[src/rtl/ln4017_pkg.sv]
// Shared constants and decode helpers for logic consuming the ln4017 decade counter.
package ln4017_pkg;

    localparam logic [9:0] ONEHOT_RESET = 10'b1;
    localparam logic [3:0] BCD_MAX      = 4'd9;

    typedef struct packed {
        logic       legal;
        logic [3:0] bcd;
    } onehot_dec_t;

    typedef struct packed {
        logic       carry;
        logic [3:0] bcd;
    } bcd_inc_t;

    // legal only reports "exactly one bit set"; carry-output consistency is checked by the caller.
    function automatic onehot_dec_t onehot_to_bcd(input logic [9:0] q);
        onehot_dec_t r;
        int unsigned n;
        r.bcd = 4'd0;
        n     = 0;
        for (int i = 0; i < 10; i++) begin
            if (q[i]) begin
                n     = n + 1;
                r.bcd = 4'(i);
            end
        end
        r.legal = (n == 1);
        return r;
    endfunction

    function automatic bcd_inc_t bcd_inc(input logic [3:0] v);
        bcd_inc_t r;
        if (v >= BCD_MAX) begin
            r.carry = 1'b1;
            r.bcd   = 4'd0;
        end else begin
            r.carry = 1'b0;
            r.bcd   = v + 4'd1;
        end
        return r;
    endfunction

endpackage

[src/rtl/ln4017_sync.sv]
// Multi-flop synchroniser with a configurable reset value, so the chain can
// come out of reset holding a known-legal upstream state.
module ln4017_sync #(
    parameter int              W       = 1,
    parameter int              STAGES  = 2,
    parameter logic [W-1:0]    RST_VAL = '0
) (
    input  logic         clk_i,
    input  logic         rst_i,
    input  logic [W-1:0] d_i,
    output logic [W-1:0] q_o
);

    logic [W-1:0] stg_q [STAGES];

    always_ff @(posedge clk_i or posedge rst_i) begin
        if (rst_i) begin
            for (int i = 0; i < STAGES; i++) begin
                stg_q[i] <= RST_VAL;
            end
        end else begin
            stg_q[0] <= d_i;
            for (int i = 1; i < STAGES; i++) begin
                stg_q[i] <= stg_q[i-1];
            end
        end
    end

    assign q_o = stg_q[STAGES-1];

endmodule

[src/rtl/ln4017_bcd_tally.sv]
// BCD tally downstream of an ln4017: units from the synchronised one-hot count,
// NDEC ripple-BCD decades advanced by each upstream 9->0 rollover.
module ln4017_bcd_tally
    import ln4017_pkg::*;
#(
    parameter int NDEC        = 3,
    parameter int SYNC_STAGES = 2
) (
    input  logic              cp0,
    input  logic              mr,
    input  logic              en,
    input  logic              clr,
    input  logic [9:0]        in_q,
    input  logic              in_q59_b,
    output logic [3:0]        units,
    output logic [4*NDEC-1:0] decades,
    output logic              carry_pulse,
    output logic              ovf,
    output logic              err
);

    logic [9:0] s_q;
    logic       s_c;

    ln4017_sync #(
        .W       (10),
        .STAGES  (SYNC_STAGES),
        .RST_VAL (ONEHOT_RESET)
    ) u_sync_q (
        .clk_i (cp0),
        .rst_i (mr),
        .d_i   (in_q),
        .q_o   (s_q)
    );

    ln4017_sync #(
        .W       (1),
        .STAGES  (SYNC_STAGES),
        .RST_VAL (1'b1)
    ) u_sync_c (
        .clk_i (cp0),
        .rst_i (mr),
        .d_i   (in_q59_b),
        .q_o   (s_c)
    );

    logic              s_c_d_q;
    logic [3:0]        units_q, units_d;
    logic              carry_q, carry_d;
    logic              ovf_q, ovf_d;
    logic              err_q, err_d;
    logic              ill_q;
    logic [4*NDEC-1:0] dec_q, dec_d;

    onehot_dec_t dec;
    logic        legal;
    logic        rollover;
    logic        count_en;

    assign dec      = onehot_to_bcd(s_q);
    assign legal    = dec.legal && (s_c == ~|s_q[9:5]);
    assign rollover = s_c & ~s_c_d_q;
    assign count_en = rollover & en & ~clr;

    // inc[g] is the increment arriving at nibble g; inc[NDEC] means all nibbles wrapped.
    logic [NDEC:0] inc;
    assign inc[0] = count_en;

    for (genvar g = 0; g < NDEC; g++) begin : g_dec
        bcd_inc_t nib;
        assign nib        = bcd_inc(dec_q[4*g +: 4]);
        assign inc[g+1]   = inc[g] & nib.carry;
        assign dec_d[4*g +: 4] = clr    ? 4'd0    :
                                 inc[g] ? nib.bcd : dec_q[4*g +: 4];
    end

    always_comb begin
        units_d = legal ? dec.bcd : units_q;
        carry_d = count_en;
        ovf_d   = clr ? 1'b0 : (ovf_q | inc[NDEC]);
        // A single illegal sample is tolerated as transition skew; two in a row are not.
        err_d   = clr ? 1'b0 : (err_q | (~legal & ill_q));
    end

    always_ff @(posedge cp0 or posedge mr) begin
        if (mr) begin
            s_c_d_q <= 1'b1;
            units_q <= 4'd0;
            carry_q <= 1'b0;
            ovf_q   <= 1'b0;
            err_q   <= 1'b0;
            ill_q   <= 1'b0;
            dec_q   <= '0;
        end else begin
            s_c_d_q <= s_c;
            units_q <= units_d;
            carry_q <= carry_d;
            ovf_q   <= ovf_d;
            err_q   <= err_d;
            ill_q   <= ~legal;
            dec_q   <= dec_d;
        end
    end

    assign units       = units_q;
    assign decades     = dec_q;
    assign carry_pulse = carry_q;
    assign ovf         = ovf_q;
    assign err         = err_q;

endmodule

[config.mk]
export PLATFORM = sky130hd
export DESIGN_NAME = ln4017_bcd_tally
export DESIGN_NICKNAME = d
export VERILOG_FILES = /design/src/rtl/ln4017_pkg.sv /design/src/rtl/ln4017_sync.sv /design/src/rtl/ln4017_bcd_tally.sv
export SDC_FILE = /design/constraint.sdc
export NUM_CORES = 1
export LEC_CHECK = 0
export BUFFER_PORTS_ARGS = -buffer_cell sky130_fd_sc_hd__buf_4
export CORE_UTILIZATION = 55
export CTS_CLUSTER_DIAMETER = 200
export DETAILED_ROUTE_END_ITERATION = 10
export PLACE_DENSITY = 0.74
export SETUP_SLACK_MARGIN = 0.05
export SYNTH_ARGS = -nofsm -noshare
export SYNTH_HDL_FRONTEND = slang
export SYNTH_HIERARCHICAL = 1
export SYNTH_SLANG_ARGS = --single-unit
[constraint.sdc]
create_clock -name cp0 -period 8.7 [get_ports cp0]
set_clock_uncertainty 0.15 [all_clocks]
set_input_delay 0.435 -clock cp0 [delete_from_list [all_inputs] [get_ports cp0]]
set_output_delay 0.435 -clock cp0 [all_outputs]
set_load 0.1 [all_outputs]
# After elaboration in Yosys (flattened, before gate mapping)
# Cells that the tools add are included.
# Widths: inputs -> output; s select.
# totals
rom_bits	0
memories	0
register_bits	43
latch_bits	0
in_bits	15
ramBits	0
elab_cells	78
output_inout_bits	19
# op_classes
n_eq_ne	2
mux	30
n_reduce_logical	6
n_mul	0
n_shift	0
order_cmp	3
n_addsub	12
bitwise_logic	12
div	0
# op_table
op	count
$add 32x1->32 const B	9
$mux 32	9
$mux 4	14
$eq 32x1->1 const B	1
$mux 5	3
$add 4x1->4 const B	3
$ge 4x4->1 const B	3
$and 1x1->1	7
$reduce_bool 2->1	3
$reduce_or 5->1	1
$mux 1	4
$not 1->1	3
$or 1x1->1	2
$eq 1x1->1	1
$logic_and 1x1->1	1
$logic_not 1->1	1

# Logic depth before layout (Yosys ltp)
# depth
ltp_word	25
ltp_mapped	33
depth_no_buf	32

# Cells and area by module
# Netlist, hierarchy kept.
# modules_own_cells
module	seq_area_each_um2	cells_per_inst	instances	area_per_inst_um2
ln4017_bcd_tally	526.8	227	1	1959.4
ln4017_sync (u_sync_q)	503.0	31	1	581.8
ln4017_sync (u_sync_c)	52.6	3	1	56.3

# Worst setup path after synthesis
# No wires, ideal clock.
# synth_path
kind	flip-flop to flip-flop
from	reg u_sync_q.stg_q (netlist bit u_sync_q/q_o[0])
to	reg units_q[0] (netlist: units[0])
arrival_time_ns	5.745
setup_slack_ns	2.679
period_less_slack_ns	6.021
path_buffers	1
setup_time_ns	0.125
path_stages_with_launch	33
t_required_ns	8.425
cell_sequence	dfstp_2 > buf_4 > inv_1 > ha_1 > xor2_1 > ha_1 > nor2b_1 > nor2_1 > ha_1 > nand2_1 > o31ai_1 > ha_1 > inv_1 > a32oi_1 > nand2_1 > inv_1 > ha_1 > nand2_1 > o21ai_0 > ha_1 > nand2_1 > o21ai_0 > a31o_2 > ha_1 > nand2b_1 > o21a_1 > ha_1 > nand2b_1 > o221a_2 > a211oi_1 > o211ai_1 > nor4_4 > mux2_2
# synth_between
elab_chain_len	21
# synth_lines
element	line_no	source
start: declaration	ln4017_sync.sv:14	logic [W-1:0] stg_q [STAGES];
start signal: indexed assignment	ln4017_sync.sv:24	stg_q[i] <= stg_q[i-1];
$mux 1 (*)	ln4017_pkg.sv:24	if (q[i]) begin
$add 32x1->32	ln4017_pkg.sv:25	n = n + 1;
$mux 32 (*)	ln4017_pkg.sv:24	
$add 32x1->32	ln4017_pkg.sv:25	
$mux 32 (*)	ln4017_pkg.sv:24	
$add 32x1->32	ln4017_pkg.sv:25	
$mux 32 (*)	ln4017_pkg.sv:24	
$add 32x1->32	ln4017_pkg.sv:25	
(+5 left out)	-	
$add 32x1->32	ln4017_pkg.sv:25	
$mux 32 (*)	ln4017_pkg.sv:24	
$add 32x1->32	ln4017_pkg.sv:25	
$mux 32 (*)	ln4017_pkg.sv:24	
$add 32x1->32	ln4017_pkg.sv:25	
$mux 32 (*)	ln4017_pkg.sv:24	
$eq 32x1->1 (*)	ln4017_pkg.sv:29	r.legal = (n == 1);
$logic_and 1x1->1 (*)	ln4017_bcd_tally.sv:61	assign legal = dec.legal && (s_c == ~|s_q[9:5]);
end signal: assignment	ln4017_bcd_tally.sv:96	units_q <= units_d;
end: declaration	ln4017_bcd_tally.sv:48	logic [3:0] units_q, units_d;
# Every way passes the cells marked *; elsewhere a longest branch is shown, timed or not.
# A chain may end at the register's enable or synchronous reset.

# Final worst setup path
# layout_path
from	reg u_sync_q.stg_q (netlist bit u_sync_q/q_o[0])
to	reg units_q[1] (netlist: units[1])
# Same word-level chain as after synthesis.

==> flow_summary.ini <==
[placed_design]
postPlaceCellArea_sq_mm = 0.002793
hpwl_um = 3144
dp_slack_ns = 2.198
gp_congestion = 0.7770
numPortBuffers = 33
dp_cells = 328

[sta]
rsz0062_at_grt = no
setup_slack_ns = 2.185
min_period_ns = 6.515
min_period_over_period_pct = 74.88
worstMarginPinSlew_ns = 0.8053
fmax_mhz = 153.5
setup_tns_ns = 0
setup_viol = 0
slew_viol_final = 0
maxSlewHeadroom_pct = 46.25
hold_viol = 0

[global_routing]
first_global_vias = 1717
overflow = 0
grt_max_degree = 22
grt_pass1_wl_um = 7334
grt.total_usage_pct = 18.62
antenna_found_initial = 0

[synth]
syn_nets = 294
ys_seq_area_share_pct = 41.67
synth_edf_count = 0
synthFlopType = dfrtp_1
netlist_area_sq_mm = 0.002597
ys_seq_elements = 43
avgSynthCellArea_sq_um = 9.952
syn_inst = 261
async_flop_share_pct = 100.0
yosysWarnings = 6
synthDistinctLibCells = 58

[clock_tree]
hold_buffers = 0
path_clk_slew_ns = 0.07
cts_setup_buffers = 0
htreeDepth = 2
clock_latency_ns = 0.29
clock_sink_count = 43
clk_path_buf_depth = 2
tritoncts = yes
cts_resized = 0
cts_buffers = 5
clock-root-buffer = clkbuf_8

[worst_setup_path]
end_kind = register
cp_num_buf_inv = 3
arrival_ns = 6.54
required_ns = 8.73
cp_top_family = adder cells
crit_path_start_kind = register
r2r_start = u_sync_q/q_o[0]
slowest_delay_ns = 0.53
critPathSlowestCell = dfstp_2
path_class = register to register
timing.rr.end = units[1]
rr_worst_depth = 31
crit_fanout = 6
crit_top_cell = ha_1
reg2reg_slack_ns = 2.19

[flow_run]
max_cap_violations = 0

[floorplanning]
start_util_pct = 58.45
rows = 24
die_y_um = 70.72
core_area_sq_mm = 0.004444
die_w_um = 70.72
io_pins = 34
dieArea_sq_mm = 0.005001

[layout]
drive_gt1_share_pct = 21.83
instances_no_fill = 336
multiInputGateArea_sq_mm = 0.001315
diodes = 0
syn2layout_area_growth_pct = 12.04
nFillCells = 370
final_area_sq_mm = 0.002910
final_nets = 316
register_area_sq_mm = 0.001082

[pwr]
p_comb_share_pct = 40.5
ir_worst_vdd_uv = 190.8
power.internal_mw = 0.4084
sw_frac_of_total_pct = 37.10
p_seq_share_pct = 35.4
switchingPower_mw = 0.2409
leakage_nw = 1.361
p_per_area_mw_per_mm2 = 223.1
pwr-share-clk_pct = 24.0

[drt]
ant_nets = 0
vias_per_cell = 5.318
num_vias = 1787
wire_per_inst_um = 12.15
finalWirelength_um = 4083
dr.pass1.iters = 7
drc_errors = 2
drtIter0Drc = 70

[run_status]
status = finished, violations left
violations = DRC

[hold_path]
hold_path.class = input pin to asynchronous set/reset pin
layout make-up:
class                   instances  share of cell area [%]
clock buffers                   6                   2.837
repair buffers                 33                   8.512
flip-flops and latches         43                   37.19
clock inverters                 2                   1.204
inverters                      22                   2.837
well taps                      52                   2.236
multi-input cells             178                   45.18
power groups by stage:
stage	sequential [mW]	clock (mW)	combinational (mW)
2_1_floorplan	0.306	0	0.147
3_3_place_gp	0.234	0	0.259
3_5_place_dp	0.234	0	0.262
4_1_cts	0.230	0.161	0.265
5_1_grt	0.233	0.170	0.287
6_report	0.230	0.156	0.263
how the worst max path moves through the flow:
| stage | depth (start not counted) | slack, ns | from | end |
|---|---|---|---|---|
| 3_5_place_dp | 31 | 2.20 | u_sync_q/q_o[0] | units[2] |
| 2_1_floorplan | 32 | 2.68 | u_sync_q/q_o[0] | units[0] |
| 3_3_place_gp | 31 | 2.29 | u_sync_q/q_o[0] | units[0] |
| 5_1_grt | 31 | 1.70 | u_sync_q/q_o[0] | units[0] |
| 4_1_cts | 31 | 2.15 | u_sync_q/q_o[0] | units[1] |
| 6_report | 31 | 2.19 | u_sync_q/q_o[0] | units[1] |
registers in the layout, summed over array words and instances (netlist names), 4 cells and up:
register and cells:
decades 12, u_sync_q/q_o 10, u_sync_q/stg_q 10, units 4
cell usage after synthesis (2+ instances only):
cell	number	area, sq um
nor2b_1	3	18.77
nand2_1	25	93.84
xnor2_1	10	87.58
and2_1	4	25.02
clkbuf_1	3	11.26
a211oi_1	3	22.52
inv_1	22	82.58
nand3_1	2	10.01
o211ai_1	2	15.01
nor3b_1	2	15.01
ha_1	18	225.2
buf_4	10	75.07
a21oi_1	12	60.06
o31ai_1	2	15.01
nand4b_1	2	17.52
nor2_1	21	78.83
nand2b_1	7	43.79
mux2_2	5	56.30
a31oi_1	2	12.51
dfrtp_1	38	950.9
xor2_1	8	70.07
buf_2	4	20.02
nor3_1	6	30.03
o21ai_0	10	50.05
dfstp_2	5	131.4
nand3b_1	2	15.01
xnor3_1	2	45.04
stage by stage:
| step | hold WS (ns) | total power, mW | utilization [%] |
|---|---|---|---|
| global placement | 0.1829 | 0.4928 | 62.84 |
| CTS | 0.01148 | 0.6562 | 65.48 |
| floorplan | 0.1812 | 0.4531 | - |
| detailed placement | 0.1847 | 0.4965 | 62.84 |
| global route | 0.02510 | 0.6898 | 65.48 |
| finish | 0.02078 | 0.6493 | 65.48 |
worst reg2reg max path, delay by kind of cell, from the launching register on:
kind                     cells  cell delay (ns)
adder cells (fa/ha/maj)      8             2.30
multiplexers                 1             0.39
AND/OR/NAND/NOR              9             1.36
XOR/XNOR                     1             0.19
buffers and inverters        3             0.14
AO/OA/AOI/OAI                9             1.38
flip-flops                   1             0.53
metal layers:
metal	track usage, %	vias up	share of wire, %
li1	-	919	-
met1	26.04	821	50
met2	28.21	42	45
met3	4.274	5	3.9
met4	7.778	0	1.1
met5	0	-	0
cells in the final DEF (no fill, tap or decap), types with 2 or more instances in the layout:
cell type and instances:
a21oi_1 12, ha_1 18, buf_4 33, a211oi_1 3, o31ai_1 2, nand2b_1 7, nor3_1 6, and2_1 4
nand4b_1 2, nor2_1 21, nand2_1 25, a31oi_1 2, xor2_1 8, xnor2_1 10, clkbuf_8 6, nor3b_1 2
nand3b_1 2, nand3_1 2, xnor3_1 2, mux2_2 5, nor2b_1 3, o21ai_0 10, inv_1 22, o211ai_1 2
dfstp_2 5, dfrtp_1 38
cells by family (layout without fill, tap and decap cells):
group           count (synthesis)  in the layout  synth area share (%)
simple gates                   87             87                 17.92
compound gates                 44             44                 11.18
flops                          43             43                 41.67
buf+inv                        40             63                 7.707
xor+xnor                       23             23                 10.31
fa+ha+maj                      18             18                 8.671
mux                             6              6                 2.553
Note: power is estimated with default switching activity, not from simulation.
